[config.mk]
export PLATFORM = sky130hd
export DESIGN_NAME = adder_sequencer
export DESIGN_NICKNAME = d
export VERILOG_FILES = /design/src/rtl/mini_pkg.sv /design/src/rtl/Adder8bit.sv /design/src/rtl/adder_sequencer.sv
export SDC_FILE = /design/constraint.sdc
export NUM_CORES = 1
export LEC_CHECK = 0
export ABC_AREA = 1
export CAP_MARGIN = 20
export CORE_MARGIN = 3
export CORE_UTILIZATION = 55
export CTS_CLUSTER_DIAMETER = 40
export DETAILED_ROUTE_END_ITERATION = 12
export GPL_TIMING_DRIVEN = 0
export MAX_ROUTING_LAYER = met4
export PLACE_DENSITY = 0.93
export SETUP_SLACK_MARGIN = 0.05
export SYNTH_ARGS = -nofsm -noshare
export SYNTH_HDL_FRONTEND = slang
export SYNTH_SLANG_ARGS = --single-unit
[constraint.sdc]
create_clock -name CLK -period 4.5 [get_ports CLK]
set_input_delay 0.45 -clock CLK [delete_from_list [all_inputs] [get_ports CLK]]
set_output_delay 0.45 -clock CLK [all_outputs]
set_load 0.005 [all_outputs]
[src/rtl/mini_pkg.sv]
// Shared definitions for the MINI multi-precision arithmetic controller.
// Holds the FSM state encodings and the operation select codes.
package mini_pkg;

    localparam logic [1:0] ST_IDLE = 2'd0;
    localparam logic [1:0] ST_RUN  = 2'd1;
    localparam logic [1:0] ST_FIN  = 2'd2;

    localparam logic OP_ADD = 1'b0;
    localparam logic OP_SUB = 1'b1;

endpackage

[src/rtl/Adder8bit.sv]
// Combinational 8-bit adder with carry in/out, time-shared by adder_sequencer.
// Ports: A, B   - byte operands
//        CIN    - carry in
//        SUM    - byte sum
//        CARRY  - carry out of bit 7
module Adder8bit (
    input  logic [7:0] A,
    input  logic [7:0] B,
    input  logic       CIN,
    output logic [7:0] SUM,
    output logic       CARRY
);

    assign {CARRY, SUM} = {1'b0, A} + {1'b0, B} + {8'd0, CIN};

endmodule

[src/rtl/adder_sequencer.sv]
// Multi-precision add/subtract controller. Processes NBYTES-wide operands one
// byte per clock (LSB first) through a single Adder8bit, chaining the carry
// through a register.
// Ports: CLK, RST (async, active-high)
//        START/READY handshake, OP (0 add, 1 subtract), A, B operands
//        DONE one-cycle pulse with RESULT, COUT (1 = no borrow on subtract), OVF
//
// state    | meaning
// ST_IDLE  | READY high, waiting for START
// ST_RUN   | one byte per cycle, idx selects the byte
// ST_FIN   | DONE pulse, outputs valid
module adder_sequencer
    import mini_pkg::*;
#(
    parameter int NBYTES = 4
) (
    input  logic                CLK,
    input  logic                RST,
    input  logic                START,
    input  logic                OP,
    input  logic [8*NBYTES-1:0] A,
    input  logic [8*NBYTES-1:0] B,
    output logic                READY,
    output logic                DONE,
    output logic [8*NBYTES-1:0] RESULT,
    output logic                COUT,
    output logic                OVF
);

    localparam int W    = 8 * NBYTES;
    localparam int IDXW = (NBYTES > 1) ? $clog2(NBYTES) : 1;
    localparam logic [IDXW-1:0] IDX_LAST = IDXW'(NBYTES - 1);

    logic [1:0]      state_q, state_d;
    logic [W-1:0]    a_q, a_d;
    logic [W-1:0]    b_q, b_d;
    logic [W-1:0]    result_q, result_d;
    logic            carry_q, carry_d;
    logic            cout_q, cout_d;
    logic            ovf_q, ovf_d;
    logic [IDXW-1:0] idx_q, idx_d;

    logic [7:0]      add_a, add_b, add_sum;
    logic            add_carry;
    logic            a_msb, b_msb;

    // Byte offset is {idx, 3'b000}, i.e. idx*8, without any width extension.
    assign add_a = a_q[{idx_q, 3'b000} +: 8];
    assign add_b = b_q[{idx_q, 3'b000} +: 8];

    Adder8bit u_adder (
        .A     (add_a),
        .B     (add_b),
        .CIN   (carry_q),
        .SUM   (add_sum),
        .CARRY (add_carry)
    );

    // b_q already holds ~B for subtract, so the same-sign test covers both ops.
    assign a_msb = a_q[W-1];
    assign b_msb = b_q[W-1];

    always_ff @(posedge CLK or posedge RST) begin
        if (RST) begin
            state_q  <= ST_IDLE;
            a_q      <= '0;
            b_q      <= '0;
            result_q <= '0;
            carry_q  <= 1'b0;
            cout_q   <= 1'b0;
            ovf_q    <= 1'b0;
            idx_q    <= '0;
        end else begin
            state_q  <= state_d;
            a_q      <= a_d;
            b_q      <= b_d;
            result_q <= result_d;
            carry_q  <= carry_d;
            cout_q   <= cout_d;
            ovf_q    <= ovf_d;
            idx_q    <= idx_d;
        end
    end

    always_comb begin
        state_d = state_q;
        case (state_q)
            ST_IDLE: if (START) state_d = ST_RUN;
            ST_RUN:  if (idx_q == IDX_LAST) state_d = ST_FIN;
            ST_FIN:  state_d = ST_IDLE;
            default: state_d = ST_IDLE;
        endcase
    end

    always_comb begin
        READY = (state_q == ST_IDLE);
        DONE  = (state_q == ST_FIN);
    end

    always_comb begin
        a_d      = a_q;
        b_d      = b_q;
        result_d = result_q;
        carry_d  = carry_q;
        cout_d   = cout_q;
        ovf_d    = ovf_q;
        idx_d    = idx_q;
        case (state_q)
            ST_IDLE: begin
                if (START) begin
                    a_d      = A;
                    b_d      = (OP == OP_SUB) ? ~B : B;
                    carry_d  = OP;
                    idx_d    = '0;
                    result_d = '0;
                end
            end
            ST_RUN: begin
                result_d[{idx_q, 3'b000} +: 8] = add_sum;
                carry_d = add_carry;
                if (idx_q == IDX_LAST) begin
                    cout_d = add_carry;
                    ovf_d  = (a_msb == b_msb) && (add_sum[7] != a_msb);
                end else begin
                    idx_d = idx_q + 1'b1;
                end
            end
            default: ;
        endcase
    end

    assign RESULT = result_q;
    assign COUT   = cout_q;
    assign OVF    = ovf_q;

endmodule

==> out/results.txt <==
PwrDens -> 730 mW/mm^2
origin of the worst setup path -> idx_q[0]$_DFFE_PP0P_
gp weighted congestion -> 0.914
CTS sink cnt -> 103
Tot GR Track Use -> 0.272
Worst R2R Setup Slack -> 1.12 ns
Area Growth Syn to Fin -> 26.9%
Setup crit end -> RESULT[28]$_DFFE_PP0P_
CP Capture Type -> flop
Startpoint Class -> flop
remaining antenna violation count after routing -> 0
Crit Path Category -> flop to flop
initial antenna violation count -> 0
# Post-CTS Setup Buffers -> 0
Max Clk Rate -> 0.296 GHz
status -> completed
clk_lat worst skew -> 0.37 ns
vias per cell -> 5.55
Seq pwr share -> 0.330
met2 Track Usage GR -> 0.445
input/output buffers -> 102
Max Buffers Root-to-Sink -> 2
Async S/R FF share, synth -> 1.00
max-cap violations -> 0
DRC marker count from the first detailed-route iteration -> 417
first-pass GRT wire length -> 21.6 mm
Tcrit/Tclk final -> 0.751
met1 Use GR -> 0.344
Initial Util -> 0.574
# fillers -> 642
reg2reg end -> RESULT[28]$_DFFE_PP0P_
Worst R2R Start -> idx_q[0]$_DFFE_PP0P_
DPL Wire Length -> 10.2 mm
cell leakage power -> 3.11 nW
RSZ-0062 raised after global routing -> false
internal power -> 2.48 mW
ys flop type -> dfrtp_1
pre-CTS setup slack -> 1.20 ns
part of the Yosys area used for sequential elements -> 0.507
CP required -> 4.78 ns
Avg Inst Size Synth -> 8.37 um^2
top post-synthesis cells by area -> dfrtp_1, nand2_1, o21ai_0, xnor2_1, ha_1
post_cts resized -> 0
hold crit path type -> primary input to flop
FP Rows -> 34
actual slew at the worst max-slew pin -> 0.635 ns
FF-to-FF path depth -> 14
largest net degree at the start of global routing -> 55
first-pass detailed-route iteration total -> 5
Slew HR -> 0.577
post-synth top area share -> 0.507
I/O pin count -> 104
chip width -> 102 um
layout cells sized above 1 -> 0.0730
final-report setup violation count -> 0
Cell variety after synth -> 27
post-synthesis cell area -> 0.00508 mm^2
setup TNS -> 0 ns
Clk pwr share -> 0.116
Detailed Route WL -> 13.2 mm
most frequent cell after synthesis -> nand2_1
Fin Clk Skew -> 0.0162 ns
Ys Warns -> 0
detailed-route via count -> 4632
Final WS setup -> 1.12 ns
EDFF count, synth -> 0
M3 GR Usage -> 0.0294
cell count after synthesis -> 607
Clock Tree Root -> clkbuf_8
DRC viols -> 0
WL/cell -> 15.9 um
Final min period -> 3.38 ns
final hold violation count -> 0
Synth top cells by count -> nand2_1, dfrtp_1, o21ai_0
combinational power share -> 0.554
fin. max-slew vios -> 0
Clock Pin Slew Worst Setup and Hold Paths -> 0.10 ns
register bit count reported by yosys -> 103
worst vdd ir -> 0.442 mV
Sw Ratio -> 0.473
vias in the first global route -> 4555
Synth area leader -> dfrtp_1
Total Nets Final -> 802
GR peak layer -> met2
core area -> 0.00885 mm^2
# diodes -> 0
gr ovfl total -> 0
cts hold-fix bufs -> 0
height of the die -> 102 um
switching pwr -> 2.23 mW
Max FO, Critical Path -> 10
H-Tree Depth -> 3
TritonCTS buffer count -> 9
Critical Path AT -> 3.66 ns
CTS tree -> yes
die area -> 0.0104 mm^2
Mapped Nets -> 688
-- power by group through the flow --
stage	registers (mW)	clock network (mW)	logic [mW]
5_1_grt	1.58	0.582	2.95
3_5_place_dp	1.56	0	2.55
6_report	1.55	0.546	2.61
4_1_cts	1.54	0.544	2.57
3_3_place_gp	1.54	0	2.43
2_1_floorplan	1.48	0	1.73
-- worst min-delay path by stage --
| stage | start | end | cells after the start |
|---|---|---|---|
| 6_report | OP | b_q[30]$_DFFE_PP0P_ | 3 |
| 5_1_grt | RESULT[20]$_DFFE_PP0P_ | RESULT[20]$_DFFE_PP0P_ | 2 |
| 4_1_cts | OP | b_q[29]$_DFFE_PP0P_ | 3 |
| 3_5_place_dp | a_q[23]$_DFFE_PP0P_ | a_q[23]$_DFFE_PP0P_ | 2 |
| 3_3_place_gp | a_q[8]$_DFFE_PP0P_ | a_q[8]$_DFFE_PP0P_ | 2 |
| 2_1_floorplan | a_q[16]$_DFFE_PP0P_ | a_q[16]$_DFFE_PP0P_ | 2 |
-- critical path, stage by stage (launching register included) --
cell and delay [ns]:
dfrtp_1 0.41, buf_2 0.20, inv_2 0.18, clkbuf_1 0.33
o21ai_0 0.13, o22ai_1 0.26, fa_1 0.26, inv_1 0.06
fa_1 0.41, inv_1 0.09, nand3_1 0.07, nand3_1 0.09
xor2_1 0.38, nand3_1 0.19, o21ai_0 0.22
-- per-layer routing --
layer,part of all wire,wire length (um)
met1,0.39,5190
met2,0.50,6640
met3,0.071,939
met4,0.035,459
met5,0,0
-- per-stage QoR --
step	hold WS (ns)	utilization	std cells	cell area, um^2	total power, mW
after floorplan	0.444	-	607	5080	3.21
after global placement	0.461	0.705	817	6240	3.97
after detailed placement	0.464	0.708	818	6270	4.11
after CTS	0.490	0.729	834	6450	4.66
after global routing	0.509	0.729	834	6450	5.11
final	0.489	0.729	834	6450	4.71
-- kinds of logic (layout without fill, tap and decap cells) --
logic type      after synthesis  in the layout  share of synthesized area
compound gates              105            105                      0.114
xor+xnor                     35             35                     0.0603
fa+ha+maj                    13             13                     0.0350
buf+inv                      62            181                     0.0549
flops                       103            103                      0.507
simple gates                289            289                      0.228
-- area by class of cell --
cell class / count / area [um^2] / area share
Sequential cell: 103 / 2580 / 0.400
Clock buffer: 10 / 138 / 0.0213
Multi-Input combinational cell: 442 / 2220 / 0.345
Timing Repair Buffer: 103 / 1050 / 0.163
Clock inverter: 6 / 43.8 / 0.00679
Tap cell: 108 / 135 / 0.0210
Inverter: 32 / 123 / 0.0190
Buffer: 30 / 159 / 0.0246
-- registers in the layout, summed over array words and instances (netlist names) --
signal   count
a_q         32
carry_q      1
idx_q        2
OVF          1
RESULT      32
state_q      2
COUT         1
b_q         32
-- layout by cell type, fill, tap and decap left out --
cell               n
buf_16             1
nand4_1            7
fa_1               2
inv_2              5
ha_1              11
o21ai_2            2
clkbuf_4           3
nor3_4             1
clkinv_2           2
inv_4              1
clkbuf_8          10
a21oi_1            5
o21ai_0           75
dfrtp_1          103
nand2_1          217
clkdlybuf4s50_1  102
buf_2             16
nor2_2             3
xor2_1             2
clkbuf_1           8
o22ai_1           14
clkinvlp_4         1
xnor2_1           33
nor2_1            34
buf_6              1
buf_4              2
or2_1              1
inv_1             26
clkinv_4           1
o21ai_1            1
inv_6              2
a32oi_1            2
nand3_1           24
nand2_2            2
a22o_1             6
Power figures use the tool's default switching activity.
